### config.mk
export PLATFORM = sky130hd
export DESIGN_NAME = key_event_ctrl
export DESIGN_NICKNAME = d
export VERILOG_FILES = /design/src/rtl/key_event_ctrl.sv
export SDC_FILE = /design/constraint.sdc
export NUM_CORES = 1
export LEC_CHECK = 0
export CORE_MARGIN = 1.5
export CORE_UTILIZATION = 40
export DETAILED_ROUTE_END_ITERATION = 10
export PLACE_DENSITY_LB_ADDON = 0.15
export RECOVER_POWER = 25
export SLEW_MARGIN = 30
export SYNTH_ARGS = -nofsm -noshare
export SYNTH_HDL_FRONTEND = slang
export SYNTH_SLANG_ARGS = --single-unit
### constraint.sdc
create_clock -name clk -period 4.11 [get_ports clk]
set_clock_uncertainty 0.05 [all_clocks]
set_input_delay 0.6165 -clock clk [delete_from_list [all_inputs] [get_ports clk]]
set_output_delay 0.6165 -clock clk [all_outputs]
set_load 0.01 [all_outputs]
### src/rtl/key_event_ctrl.sv
// Turns debounced active-low button levels into SHORT/LONG/REPEAT events.
// One key is owned at a time; events leave through a one-entry valid/ready register.
module key_event_ctrl #(
  parameter int NUM_KEYS = 4,
  parameter int LONG_CYC = 50_000_000,
  parameter int RPT_CYC  = 10_000_000,
  parameter int CNT_W    = 26,
  localparam int KEY_W   = $clog2(NUM_KEYS)
) (
  input  logic                clk,
  input  logic                rst_n,
  input  logic [NUM_KEYS-1:0] key_lvl,
  output logic                evt_valid,
  input  logic                evt_ready,
  output logic [KEY_W-1:0]    evt_key,
  output logic [1:0]          evt_type,
  output logic                evt_drop,
  output logic                busy
);

  typedef enum logic [1:0] {
    IDLE,
    HELD,
    RPT
  } state_t;

  localparam logic [1:0] T_SHORT  = 2'b00;
  localparam logic [1:0] T_LONG   = 2'b01;
  localparam logic [1:0] T_REPEAT = 2'b10;

  state_t              state;
  logic [CNT_W-1:0]    cnt;
  logic [KEY_W-1:0]    sel;
  logic [NUM_KEYS-1:0] key_q;
  logic [NUM_KEYS-1:0] press;
  logic [KEY_W-1:0]    first;
  logic                rel;
  logic                long_hit;
  logic                rpt_hit;
  logic                emit;
  logic [1:0]          etype;

  assign press    = key_q & ~key_lvl;
  assign rel      = key_lvl[sel];
  assign long_hit = (cnt == CNT_W'(LONG_CYC - 1));
  assign rpt_hit  = (cnt == CNT_W'(RPT_CYC - 1));
  assign busy     = (state != IDLE);

  // Lowest pressed index wins when several keys fall together.
  always_comb begin
    first = '0;
    for (int k = NUM_KEYS - 1; k >= 0; k--) begin
      if (press[k]) first = KEY_W'(k);
    end
  end

  // Release takes priority over timer expiry.
  always_comb begin
    emit  = 1'b0;
    etype = T_SHORT;
    unique case (state)
      HELD: begin
        if (rel) begin
          emit  = 1'b1;
          etype = T_SHORT;
        end else if (long_hit) begin
          emit  = 1'b1;
          etype = T_LONG;
        end
      end
      RPT: begin
        if (!rel && rpt_hit) begin
          emit  = 1'b1;
          etype = T_REPEAT;
        end
      end
      default: ;
    endcase
  end

  always_ff @(posedge clk or negedge rst_n) begin
    if (!rst_n) begin
      key_q     <= '1;
      state     <= IDLE;
      cnt       <= '0;
      sel       <= '0;
      evt_valid <= 1'b0;
      evt_key   <= '0;
      evt_type  <= T_SHORT;
      evt_drop  <= 1'b0;
    end else begin
      key_q    <= key_lvl;
      evt_drop <= 1'b0;

      if (emit) begin
        if (!evt_valid || evt_ready) begin
          evt_valid <= 1'b1;
          evt_key   <= sel;
          evt_type  <= etype;
        end else begin
          evt_drop <= 1'b1;
        end
      end else if (evt_valid && evt_ready) begin
        evt_valid <= 1'b0;
      end

      unique case (state)
        IDLE: begin
          if (|press) begin
            sel   <= first;
            cnt   <= '0;
            state <= HELD;
          end
        end
        HELD: begin
          if (rel) begin
            state <= IDLE;
          end else if (long_hit) begin
            cnt   <= '0;
            state <= RPT;
          end else begin
            cnt <= cnt + CNT_W'(1);
          end
        end
        RPT: begin
          if (rel) begin
            state <= IDLE;
          end else if (rpt_hit) begin
            cnt <= '0;
          end else begin
            cnt <= cnt + CNT_W'(1);
          end
        end
        default: state <= IDLE;
      endcase
    end
  end

endmodule

==> run_results.csv <==
group,metric,value,unit
synthesis,synth_fp_nets,265,
cells_and_area,nNetsFinal,281,
pwr,seqPwrFrac,39.6,%
cts,insertion_delay,300,ps
synthesis,post-synth-top-count-cell,"dfrtp_1",
critical_path,crit_path_start_kind,"input port",
route,viasPerCell,6.00,
cells_and_area,fill_cells,569,
cells_and_area,drive_gt1_share,11.9,%
synthesis,netlist_area,0.00238,mm2
cells_and_area,antennaDiodeCount,0,
pwr,p_int,720,uW
critical_path,worstSetupPathType,"in2reg",
critical_path,required,4220,ps
pwr,switchingPower,460,uW
synthesis,synthMuxAreaShare,1.89,%
timing,post-route-min-period,3020,ps
cts,clockBufferDepth,2,
run_status,failed_checks,"capacitance limit, slew limit",
critical_path,worstReg2RegStart,"cnt[8]",
pwr,ir_drop,0.183,mV
route,dr.pass1.iters,4,
critical_path,crit_start,"key_lvl[2]",
cells_and_area,register_area,0.00101,mm2
timing,rsz0062_at_grt,"no",
timing,maxSlewHeadroom,-41.2,%
run_status,status,"finished with violations",
route,drc,0,
cts,clkTransAtPathRegs,80,ps
worst_hold_path,hold_path_class,"reg2reg",
floorplan,initial_utilization,42.4,%
cts,hold_buffers,0,
synthesis,synth_top_family_by_area,"simple AND/OR/NAND/NOR gates",
synthesis,synthDistinctLibCells,55,
critical_path,crit_fanout,23,
pwr,leakagePower,0.998,nW
route,drtIter0Drc,170,
placement,place.gp.congestion,0.783,
placement,portBuffers,13,
synthesis,synth_warnings,0,
route,vias,2051,
synthesis,async_reset_ff_share,100,%
pwr,comb_power_share,36.7,%
floorplan,ios,14,
synthesis,syn_area_per_cell,9.40,um2
synthesis,synth_top_cell_by_area,"dfrtp_1",
route,postRouteAntennaNets,0,
pwr,p_clk_share,23.7,%
route,wl_per_cell,16.2,um
timing,worstMarginPinSlew,2120,ps
floorplan,fp.dieH,80.1,um
floorplan,core_area,0.00561,mm2
synthesis,synth_edf_count,0,
worst_hold_path,hp-start,"evt_key[1]",
pwr,power.density,443,mW/mm2
cts,cts_sinks,40,
synthesis,yosys-top-cells-area,"dfrtp_1 (38%), a21oi_1 (4.4%), dfstp_2 (4.4%), o21ai_0 (4.4%), nand2_1 (3.8%)",
placement,dp_hpwl,3990,um
cts,cts_max_level,2,
route,drt_wl_total,5550,um
critical_path,end_kind,"register",
job,drv_cap,1,
global_routing,grt_pass1_wl,9600,um
timing,max_freq,331,MHz
timing,hold_slack,474,ps
synthesis,seq_area_frac_synth,42.3,%
synthesis,synthCells,253,
floorplan,dieArea,0.00641,mm2
floorplan,die_x,80.1,um
pwr,finalPower,1.18,mW
synthesis,synth_common_cells,"dfrtp_1 (36), nand2_1 (24), a21oi_1 (21), o21ai_0 (21), nand3_1 (13)",
timing,report.final.hold_viol_count,0,
cells_and_area,area_growth,12.0,%
pwr,swShare,39.0,%
timing,finalSetupViolations,0,
synthesis,synth_xor_area_share,0.737,%
cells_and_area,stdcell_count,342,
cts,cts_resized,0,
floorplan,rows,27,
timing,slew_viol_final,41,
cells_and_area,post-route-util,47.5,%
placement,dp.cells,334,
global_routing,antenna_found_initial,0,
critical_path,worst_ep_arrival_time,3130,ps
synthesis,yosysTopAreaCellShare,37.9,%
global_routing,grt_max_degree,41,
cts,numCtsBuffers,5,
synthesis,synthSimpleGateAreaFrac,27.3,%
synthesis,synth-adder-area-share,2.63,%
timing,fin_setup_tns,0,ps
global_routing,first_global_vias,1946,
timing,min_period_over_period,73.5,%
cts,cts_tree,"done",
cts,post_cts_buffers,0,
synthesis,ys.flop_type,"dfrtp_1",
global_routing,grt_usage,19.4,%
synthesis,synth_seq_cells,40,
global_routing,overflow,0,
cells_and_area,multi_input_area,0.00130,mm2
synthesis,synth_compound_area_share,22.1,%
cts,clk_root_buffer_cell,"clkbuf_8",
==> power groups by stage <==
stage          Combinational, mW  Clock (mW)  Sequential (mW)
2_1_floorplan              0.300           0            0.475
3_3_place_gp               0.429           0            0.475
3_5_place_dp               0.436           0            0.476
4_1_cts                    0.439       0.286            0.468
5_1_grt                    0.482       0.303            0.473
6_report                   0.433       0.279            0.467
==> metal layers <==
layer	up-vias	global-route usage [%]	part of all wire (%)
met3	8	3.07	3.9
met2	49	29.8	45
li1	1001	-	-
met5	-	0	0
met1	993	27.8	50
met4	0	6.21	1.3
==> final timing paths <==
kind	to	slack [ps]	cells past startpoint
setup / recovery	cnt[14]	1090	6
hold / removal	evt_key[1]	470	1
setup reg to reg	cnt[14]	1320	5
hold reg to reg	evt_key[1]	470	1
max in group asynchronous	state[1]	1920	1
min in group asynchronous	cnt[5]	880	1
==> logic make-up (layout without fill, tap and decap cells) <==
family,Yosys count,in the layout
xor gates and xnor gates,2,2
adders and majority gates,5,5
DFF,40,40
buffers and inverters,16,33
muxes,3,3
AOI/OAI and AO/OA,79,79
and+or+nand+nor,108,108
==> metrics by stage <==
step	instance area, um2	worst slack, ps
final	2660	1090
after CTS	2660	1070
after detailed placement	2570	740
after global routing	2660	848
after floorplan	2380	1720
after global placement	2570	793
==> worst max-delay path, cell delays in order <==
cell	delay [ps]
clkdlybuf4s50_1	450
mux4_2	570
a21boi_1	180
a211o_1	550
nor3_4	630
nor2_1	120
==> cell type report <==
| cell class | instances | area share (%) |
|---|---|---|
| inverters | 11 | 1.55 |
| clock inverters | 1 | 0.282 |
| well taps | 72 | 3.38 |
| clock buffers | 7 | 3.24 |
| flip-flops and latches | 40 | 37.8 |
| multi-input cells | 197 | 48.8 |
| repair buffers | 14 | 4.93 |
==> cells in the final DEF, fill, tap and decap left out, types with 7 or more instances in the layout <==
cell type	synthesis	layout
nor2_1	11	11
or3_1	12	12
o211ai_1	7	7
nand3_1	13	13
a21oi_1	21	21
nand2_1	24	24
or4_1	7	7
nand4_1	8	8
inv_1	11	11
dfrtp_1	36	36
clkdlybuf4s50_1	0	12
o21ai_0	21	21
==> state kept, by name, summed over array words and instances (netlist names) <==
signal	cells
evt_key	2
evt_valid	1
sel	2
state	2
evt_drop	1
evt_type	2
cnt	26
key_q	4
(Power assumes the default switching activity.)
